**src/rtl/optic_flow_accu_ci.sv**
```systemverilog
// Pipelined optic-flow custom instruction: 8 pixels of {up,down,left,right} flow per call,
// horizontal neighbour chained across calls, saturating per-direction vote counters.
module optic_flow_accu_ci #(
    parameter logic [7:0] customInstructionId = 8'd0,
    parameter logic [7:0] ctrlInstructionId   = 8'd1,
    parameter int         COUNT_WIDTH         = 16,
    parameter bit         CHAIN_ENABLE        = 1'b1
) (
    input  logic        clock,
    input  logic        reset,
    input  logic        start,
    input  logic [31:0] valueA,
    input  logic [31:0] valueB,
    input  logic [7:0]  ciN,
    output logic        done,
    output logic [31:0] result
);
    localparam int SUM_WIDTH = ((COUNT_WIDTH > 4) ? COUNT_WIDTH : 4) + 1;
    localparam logic [COUNT_WIDTH-1:0] CNT_MAX = '1;

    logic                   done_q, done_d;
    logic [31:0]            result_q, result_d;
    logic [COUNT_WIDTH-1:0] cnt_q [4];
    logic [COUNT_WIDTH-1:0] cnt_d [4];
    logic [3:0]             sat_q, sat_d;
    logic [1:0]             chain_q, chain_d;
    logic                   chain_valid_q, chain_valid_d;

    logic                   is_comp, is_ctrl;
    logic [15:0]            cur_up, cur_dn, prv_up, prv_dn;
    logic                   chain_use;
    logic [8:0]             cx, px;
    logic [31:0]            flow;
    logic [3:0]             pop [4];
    logic [SUM_WIDTH-1:0]   sum [4];
    logic [COUNT_WIDTH-1:0] cnt_add [4];
    logic [3:0]             sat_hit;
    logic                   unused_dn_x;

    assign is_comp = start && (ciN == customInstructionId);
    assign is_ctrl = start && (ciN == ctrlInstructionId);

    assign cur_up = valueA[31:16];
    assign cur_dn = valueA[15:0];
    assign prv_up = valueB[31:16];
    assign prv_dn = valueB[15:0];

    // Down-row x bits carry no flow information.
    assign unused_dn_x = ^{cur_dn[14], cur_dn[12], cur_dn[10], cur_dn[8], cur_dn[6], cur_dn[4], cur_dn[2], cur_dn[0],
                           prv_dn[14], prv_dn[12], prv_dn[10], prv_dn[8], prv_dn[6], prv_dn[4], prv_dn[2], prv_dn[0]};

    // Index 8 is the neighbour right of pixel 7, taken from the previous call of the row.
    assign chain_use = CHAIN_ENABLE && chain_valid_q;
    assign cx[8]     = chain_use ? chain_q[1] : 1'b0;
    assign px[8]     = chain_use ? chain_q[0] : 1'b0;

    generate
        for (genvar gi = 0; gi < 8; gi++) begin : g_pix
            logic left_and, right_and, up_and, down_and;
            assign cx[gi]     = cur_up[2*gi];
            assign px[gi]     = prv_up[2*gi];
            assign left_and   = cx[gi] & px[gi+1];
            assign right_and  = cx[gi+1] & px[gi];
            assign up_and     = cur_up[2*gi+1] & prv_dn[2*gi+1];
            assign down_and   = cur_dn[2*gi+1] & prv_up[2*gi+1];
            assign flow[4*gi +: 4] = {up_and & ~down_and, down_and & ~up_and,
                                      left_and & ~right_and, right_and & ~left_and};
        end
    endgenerate

    // Direction d of every pixel lives at flow bit 4*i+d, matching the counter index.
    always_comb begin
        for (int d = 0; d < 4; d++) begin
            pop[d] = '0;
            for (int i = 0; i < 8; i++) begin
                pop[d] = pop[d] + 4'(flow[4*i+d]);
            end
            sum[d]     = SUM_WIDTH'(cnt_q[d]) + SUM_WIDTH'(pop[d]);
            sat_hit[d] = sum[d] > SUM_WIDTH'(CNT_MAX);
            cnt_add[d] = sat_hit[d] ? CNT_MAX : sum[d][COUNT_WIDTH-1:0];
        end
    end

    always_comb begin
        done_d        = is_comp | is_ctrl;
        result_d      = '0;
        cnt_d         = cnt_q;
        sat_d         = sat_q;
        chain_d       = chain_q;
        chain_valid_d = chain_valid_q;
        if (is_comp) begin
            result_d = flow;
            cnt_d    = cnt_add;
            sat_d    = sat_q | sat_hit;
            if (CHAIN_ENABLE) begin
                chain_d       = {cur_up[0], prv_up[0]};
                chain_valid_d = 1'b1;
            end
        end else if (is_ctrl) begin
            case (valueA[2:0])
                3'd0: result_d = 32'(cnt_q[valueB[1:0]]);
                3'd1: begin
                    for (int d = 0; d < 4; d++) begin
                        cnt_d[d] = '0;
                    end
                    sat_d         = '0;
                    chain_valid_d = 1'b0;
                end
                3'd2: chain_valid_d = 1'b0;
                3'd3: result_d = {27'd0, chain_valid_q, sat_q};
                default: ;
            endcase
        end
    end

    always_ff @(posedge clock) begin
        if (!reset) begin
            done_q        <= 1'b0;
            result_q      <= '0;
            sat_q         <= '0;
            chain_q       <= '0;
            chain_valid_q <= 1'b0;
            for (int d = 0; d < 4; d++) begin
                cnt_q[d] <= '0;
            end
        end else begin
            done_q        <= done_d;
            result_q      <= result_d;
            sat_q         <= sat_d;
            chain_q       <= chain_d;
            chain_valid_q <= chain_valid_d;
            for (int d = 0; d < 4; d++) begin
                cnt_q[d] <= cnt_d[d];
            end
        end
    end

    assign done   = done_q;
    assign result = result_q;

endmodule

```
**config.mk**
```make
export PLATFORM = sky130hd
export DESIGN_NAME = optic_flow_accu_ci
export DESIGN_NICKNAME = d
export VERILOG_FILES = /design/src/rtl/optic_flow_accu_ci.sv
export SDC_FILE = /design/constraint.sdc
export NUM_CORES = 1
export LEC_CHECK = 0
export CORE_MARGIN = 3
export CORE_UTILIZATION = 35
export CTS_CLUSTER_DIAMETER = 50
export DETAILED_ROUTE_END_ITERATION = 10
export GPL_ROUTABILITY_DRIVEN = 0
export PLACE_DENSITY = 0.65
export SLEW_MARGIN = 5
export SYNTH_ARGS = -nofsm -noshare
export SYNTH_HDL_FRONTEND = slang
export SYNTH_SLANG_ARGS = --single-unit
export TNS_END_PERCENT = 1
```
**constraint.sdc**
```tcl
create_clock -name clock -period 4.6 [get_ports clock]
set_input_delay 0.92 -clock clock [delete_from_list [all_inputs] [get_ports clock]]
set_output_delay 0.92 -clock clock [all_outputs]
set_load 0.02 [all_outputs]
```
==> flow_metrics.env, run 1 <==
export IMPL_status="completed"
export IMPL_yosys_top_cells_area="dfxtp_1, fa_1, mux4_2"
export IMPL_drtIter0Drc=424
export IMPL_avgSynthCellArea_um2=9.05
export IMPL_grt_first_pass_wirelength_um=28400
export IMPL_fin_hold_ws_ns=0.469
export IMPL_clockBufferDepth=2
export IMPL_numClockSinks=104
export IMPL_dieArea_um2=19200
export IMPL_worstSetupStartpoint="valueB[5]"
export IMPL_fillerInstances=1612
export IMPL_finalCritPeriodShare_pct=93.4
export IMPL_final_core_util_pct=48.6
export IMPL_fp_dieH_um=139
export IMPL_cts_buffers=9
export IMPL_drt_vias_per_instance=5.52
export IMPL_peakVddDrop_v=0.000160
export IMPL_fp_dieW_um=139
export IMPL_synth_xor_area_share_pct=0.713
export IMPL_synth_top_family_by_area="compound AO/OA/AOI/OAI gates"
export IMPL_fin_setup_tns_ns=0
export IMPL_cts_tree="done"
export IMPL_start_util_pct=36.4
export IMPL_finalHoldViolations=0
export IMPL_fin_area_um2=8200
export IMPL_criticalPathCategory="in -> reg"
export IMPL_r2r_start="cnt_q[0]$_SDFFE_PN0P_"
export IMPL_layout_area_seq_um2=2080
export IMPL_synthArstFlopShare_pct=0
export IMPL_setup_viol=0
export IMPL_ios=108
export IMPL_rows=47
export IMPL_worstHoldStart="cnt_q[49]$_SDFFE_PN0P_"
export IMPL_fmax_mhz=233
export IMPL_multi_input_area_um2=3940
export IMPL_relSlewSlack_pct=46.2
export IMPL_cp_required_ns=4.85
export IMPL_dpl_cell_area_um2=7680
export IMPL_finalNonFillerCells=1039
export IMPL_clk_latency_ns=0.36
export IMPL_ant_nets=0
export IMPL_wire_per_inst_um=17.0
export IMPL_clock_skew_ns=0.00699
export IMPL_final_cell_mix="dfxtp_1, clkdlybuf4s50_1, nand2_1"
export IMPL_worstPathMaxFanout=5
export IMPL_drt_wl_total_um=17700
export IMPL_synth_seq_cells=104
export IMPL_core_area_um2=16900
export IMPL_clk_pin_slew_worst_paths_ns=0.07
export IMPL_cap_violations=0
export IMPL_antenna_found_initial=0
export IMPL_final_common_cell="dfxtp_1"
export IMPL_cp_num_buf_inv=5
export IMPL_slowest_delay_ns=0.58
export IMPL_tightest_slew_ns=0.804
export IMPL_ys_seq_area_share_pct=33.9
export IMPL_cts_hold_buf=0
export IMPL_finalMaxSlewViolations=0
export IMPL_synth_nets=798
export IMPL_cpMaxStageDelayCell="fa_1"
export IMPL_arrival_ns=4.55
export IMPL_grt_pass1_vias=5448
export IMPL_start_kind="primary input"
export IMPL_grt_overflow=0
export IMPL_antenna_cells=0
export IMPL_crit_top_cell="fa_1"
export IMPL_leakagePower_uw=0.00342
export IMPL_critical_path_cell_chain="dlymetal6s2s_1 -> nand2_2 -> a21oi_2 -> buf_4 -> fa_1 -> inv_2 -> fa_1 -> fa_1 -> fa_2 -> inv_2 -> fa_2 -> a211oi_4 -> nor3_4 -> nand4_1 -> buf_6 -> o21ai_1 -> a22o_1"
export IMPL_syn_area_um2=6140
export IMPL_grt_use_total_pct=18.1
export IMPL_detailed_place_hpwl_um=13100
export IMPL_crit_path_end_kind="flop"
export IMPL_finalNetCount=935
export IMPL_ys_flop_type="dfxtp_1"
export IMPL_rsz0062_at_grt="no"
export IMPL_htreeDepth=3
export IMPL_synth_top_area_share_pct=33.9
export IMPL_yosys_warnings=0
export IMPL_portBuffers=94
export IMPL_synth_top_area_cell="dfxtp_1"
export IMPL_via_count=5740
export IMPL_muxShareOfSynthArea_pct=6.25
export IMPL_hp_class="reg -> reg"
export IMPL_firstDrtPassIters=5
export IMPL_synthAdderAreaFrac_pct=11.4
export IMPL_dp_cells=1019
export IMPL_cts_root_buf="clkbuf_16"
export IMPL_synth_edf_count=0
export IMPL_cellPowerDensity_nw_per_um2=228
export IMPL_postSynthCellCount=679
export IMPL_synth_compound_area_share_pct=26.3
export IMPL_route_detailed_drc=0
export IMPL_drive_gt1_share_pct=16.7
export IMPL_cp_top_family="adder cells"
export IMPL_post_route_min_period_ns=4.30
export IMPL_synthSimpleGateAreaFrac_pct=16.6
export IMPL_synth_cell_types=59
export IMPL_syn2layout_area_growth_pct=33.5
export IMPL_grt_max_degree=42
synth_stat cells, types with 3 or more instances:
master,n
a211oi_1,5
dfxtp_1,104
nand2_1,69
xor2_1,5
o31a_1,8
or3_1,5
a221o_1,5
nor4_1,3
a41oi_1,4
nor2_1,35
buf_1,4
buf_2,13
inv_1,38
buf_4,3
nor2b_1,10
and4_1,6
o41ai_1,5
fa_1,20
clkbuf_1,11
nand3_1,25
and2_1,3
nor3_1,13
a31oi_1,6
o2bb2ai_1,20
o21a_1,5
o211ai_1,8
a21o_1,30
a21oi_1,41
a22o_1,21
nand4_1,8
o21ai_0,63
and3_1,10
ha_1,24
mux4_2,15
power by group:
part | internal, µW | switching, µW
registers | 900 | 0.218
logic | 121 | 108
clock network | 392 | 345
cell type report:
class | instances | share of cell area (%)
Sequential cell | 104 | 25.4
Tap cell | 220 | 3.36
Timing Repair Buffer | 158 | 18.2
Clock buffer | 12 | 3.13
Multi-Input combinational cell | 505 | 48.0
Clock inverter | 2 | 0.198
Inverter | 38 | 1.74
through the flow:
| step | worst slack (ns) | power (µW) |
|---|---|---|
| after floorplan | -0.00266 | 1030 |
| after global placement | -0.536 | 1130 |
| final | 0.303 | 1870 |
| after detailed placement | -0.584 | 1130 |
| after global routing | 0.0993 | 1940 |
| after CTS | -0.110 | 1870 |
cell families after synthesis:
kind of cell    after synthesis
compound gates              238
xor+xnor                      5
fa+ha+maj                    44
buf+inv                      70
flops                       104
mux                          18
simple gates                200
sequential cells by signal, summed over array words and instances (netlist names):
signal	flops
done	1
cnt_q	64
chain_use	1
result	32
chain_q	2
sat_q	4
worst min-delay path, stage by stage, from the launching register on:
cell and delay (ns):
dfxtp_1 0.33, nand2_1 0.06, nand2_1 0.04
per-layer routing:
metal	vias up	global-route usage, %	wire length (µm)
li1	2811	-	-
met1	2715	23.6	7950
met2	180	29.3	8180
met3	34	3.56	1010
met4	0	7.70	520
met5	-	0	0
worst paths after layout:
path | endpoint | slack [ns] | cells after the start
setup reg to reg | cnt_q[4]$_SDFFE_PN0P_ | 0.82 | 13
setup / recovery | cnt_q[4]$_SDFFE_PN0P_ | 0.30 | 17
hold / removal | cnt_q[49]$_SDFFE_PN0P_ | 0.47 | 2
hold reg to reg | cnt_q[49]$_SDFFE_PN0P_ | 0.47 | 2
repair_timing:
item                       in CTS  in global routing
resized for setup              10                 61
buffers inserted                0                  5
cloned                          0                  1
pin swaps                       2                 30
setup endpoints to repair      61                 63
Note: power is estimated with default switching activity, not from simulation.
==> inputs of run 2 (changes only) <==
--- a/config.mk
+++ b/config.mk
@@ -10,6 +10,7 @@
 export CTS_CLUSTER_DIAMETER = 50
 export DETAILED_ROUTE_END_ITERATION = 10
 export GPL_ROUTABILITY_DRIVEN = 0
+export GPL_TIMING_DRIVEN = 0
 export PLACE_DENSITY = 0.65
 export SLEW_MARGIN = 5
 export SYNTH_ARGS = -nofsm -noshare
==> run 2 against run 1 <==
Register-to-register slack lost 0.04 ns. Worst hold slack lost 0.0015 ns. Global-route usage grew 1.9 points. Sequential cell count is the same. Combinational power shrank 9.2%. Critical path type unchanged. Critical endpoint is now cnt_q[7]$_SDFFE_PN0P_.
==> flow_metrics.env, run 2 (same netlist as run 1, synthesis figures left out) <==
export IMPL_finalMaxSlewViolations=0
export IMPL_start_kind="primary input"
export IMPL_route_detailed_drc=0
export IMPL_antenna_found_initial=0
export IMPL_r2r_end="cnt_q[7]$_SDFFE_PN0P_"
export IMPL_fmax_mhz=220
export IMPL_cts_root_buf="clkbuf_16"
export IMPL_worstPathMaxFanout=10
export IMPL_r2r_cells=13
export IMPL_numClockSinks=104
export IMPL_reg2reg_slack_ns=0.78
export IMPL_leakagePower_uw=0.00316
export IMPL_worstSetupStartpoint="valueB[1]"
export IMPL_finalCritPeriodShare_pct=98.6
export IMPL_fillerInstances=1647
export IMPL_clock_skew_ns=0.00816
export IMPL_min_to="cnt_q[51]$_SDFFE_PN0P_"
export IMPL_criticalPathCategory="in -> reg"
export IMPL_largest_register="cnt_q"
export IMPL_clk_pin_slew_worst_paths_ns=0.07
export IMPL_firstDrtPassIters=5
export IMPL_ios=108
export IMPL_cts_buffers=9
export IMPL_arrival_ns=4.74
export IMPL_worstHoldStart="cnt_q[51]$_SDFFE_PN0P_"
export IMPL_antenna_cells=0
export IMPL_dieArea_um2=19200
export IMPL_status="completed"
export IMPL_finalNetCount=915
export IMPL_wire_per_inst_um=19.2
export IMPL_cp_required_ns=4.81
export IMPL_largest_register_ffs=64
export IMPL_final_core_util_pct=46.6
export IMPL_grt_use_total_pct=20.0
export IMPL_cellPowerDensity_nw_per_um2=237
export IMPL_clk_latency_ns=0.35
export IMPL_grt_max_degree=16
export IMPL_finalHoldViolations=0
export IMPL_relSlewSlack_pct=35.8
export IMPL_hp_class="reg -> reg"
export IMPL_start_util_pct=36.4
export IMPL_grt_first_pass_wirelength_um=30300
export IMPL_setup_viol=0
export IMPL_drt_wl_total_um=19600
export IMPL_crit_path_end_kind="flop"
export IMPL_drt_vias_per_instance=5.67
export IMPL_dp_cells=990
export IMPL_cap_violations=0
export IMPL_portBuffers=91
export IMPL_syn2layout_area_growth_pct=28.0
export IMPL_drive_gt1_share_pct=11.6
export IMPL_drtIter0Drc=548
export IMPL_post_route_min_period_ns=4.54
export IMPL_total_power_uw=1860
export IMPL_via_count=5776
export IMPL_detailed_place_hpwl_um=14800
export IMPL_final_common_cell="dfxtp_1"
export IMPL_rows=47
export IMPL_core_area_um2=16900
export IMPL_rsz0062_at_grt="yes"
export IMPL_finalNonFillerCells=1019
export IMPL_fp_dieH_um=139
export IMPL_grt_overflow=0
export IMPL_fp_dieW_um=139
export IMPL_clockBufferDepth=2
export IMPL_peakVddDrop_v=0.000158
export IMPL_final_cell_mix="dfxtp_1, clkdlybuf4s50_1, nand2_1"
export IMPL_cts_hold_buf=0
export IMPL_grt_pass1_vias=5457
export IMPL_hold_depth=2
export IMPL_cts_tree="done"
export IMPL_ant_nets=0
export IMPL_r2r_start="cnt_q[0]$_SDFFE_PN0P_"
export IMPL_htreeDepth=3
export IMPL_tightest_slew_ns=0.953
==> run 2: changes by cell type in the layout (fill, tap and decap cells not counted), moves of 11 or more <==
cell            previous run  this run
buf_4                     57        19
clkbuf_1                   1        12
dlygate4sd2_1              0        14
dlymetal6s2s_1            16         0
==> run 2: layer usage <==
metal / GRT usage (%) / share of wire (%)
met1: 26.1 / 43
met2: 32.1 / 46
met3: 3.69 / 6.4
met4: 9.26 / 3.9
met5: 0 / 0
==> run 2: repair_timing <==
| item | CTS | global route |
|---|---|---|
| setup buffers | 16 | 0 |
| setup endpoints to repair | 63 | 49 |
| resized for setup | 46 | 7 |
| pin swaps | 23 | 8 |
==> run 2: layout make-up <==
cell class / instances / area (µm²) / area share [%]
multi-input cells: 505 / 3900 / 49.5
flip-flops and latches: 104 / 2080 / 26.5
repair buffers: 107 / 1020 / 12.9
well taps: 220 / 275 / 3.50
clock buffers: 10 / 229 / 2.91
plain buffers: 31 / 176 / 2.24
inverters: 38 / 143 / 1.81
clock inverters: 4 / 47.5 / 0.604
==> run 2: worst max-delay path: stages <==
cell	delay, ns
buf_6	0.13
buf_12	0.15
nand2_1	0.09
a21oi_2	0.06
fa_1	0.54
inv_1	0.05
fa_1	0.50
fa_1	0.55
fa_2	0.23
inv_2	0.04
fa_2	0.41
a211oi_4	0.32
nor3_2	0.11
nand4_1	0.23
buf_4	0.17
o31a_1	0.13
o211ai_1	0.08
==> run 2: power by group <==
part / total [µW] / switching [µW] / leakage, µW / internal [µW]
clock: 753 / 339 / 0.000134 / 415
combinational: 208 / 105 / 0.00219 / 103
sequential: 900 / 0.218 / 0.000837 / 900
total: 1860 / 444 / 0.00316 / 1420
==> run 2: worst max-delay path by stage <==
| stage | to | slack (ns) | depth (start not counted) |
|---|---|---|---|
| 2_1_floorplan | cnt_q[10]$_SDFFE_PN0P_ | -0.003 | 17 |
| 3_3_place_gp | cnt_q[36]$_SDFFE_PN0P_ | -0.88 | 16 |
| 3_5_place_dp | cnt_q[36]$_SDFFE_PN0P_ | -0.96 | 16 |
| 4_1_cts | cnt_q[7]$_SDFFE_PN0P_ | 0.04 | 17 |
| 5_1_grt | cnt_q[12]$_SDFFE_PN0P_ | -0.05 | 17 |
| 6_report | cnt_q[7]$_SDFFE_PN0P_ | 0.06 | 17 |
==> run 2: metrics by stage <==
step / cell area [µm²] / hold WS, ns / TNS (ns) / setup WS (ns)
detailed placement: 7360 / 0.461 / -42.67 / -0.955
global placement: 7360 / 0.457 / -41.67 / -0.879
floorplan: 6170 / 0.432 / -0.00533 / -0.00266
global route: 7870 / 0.493 / -0.304 / -0.0527
finish: 7870 / 0.468 / 0 / 0.0648
CTS: 7850 / 0.471 / 0 / 0.0391
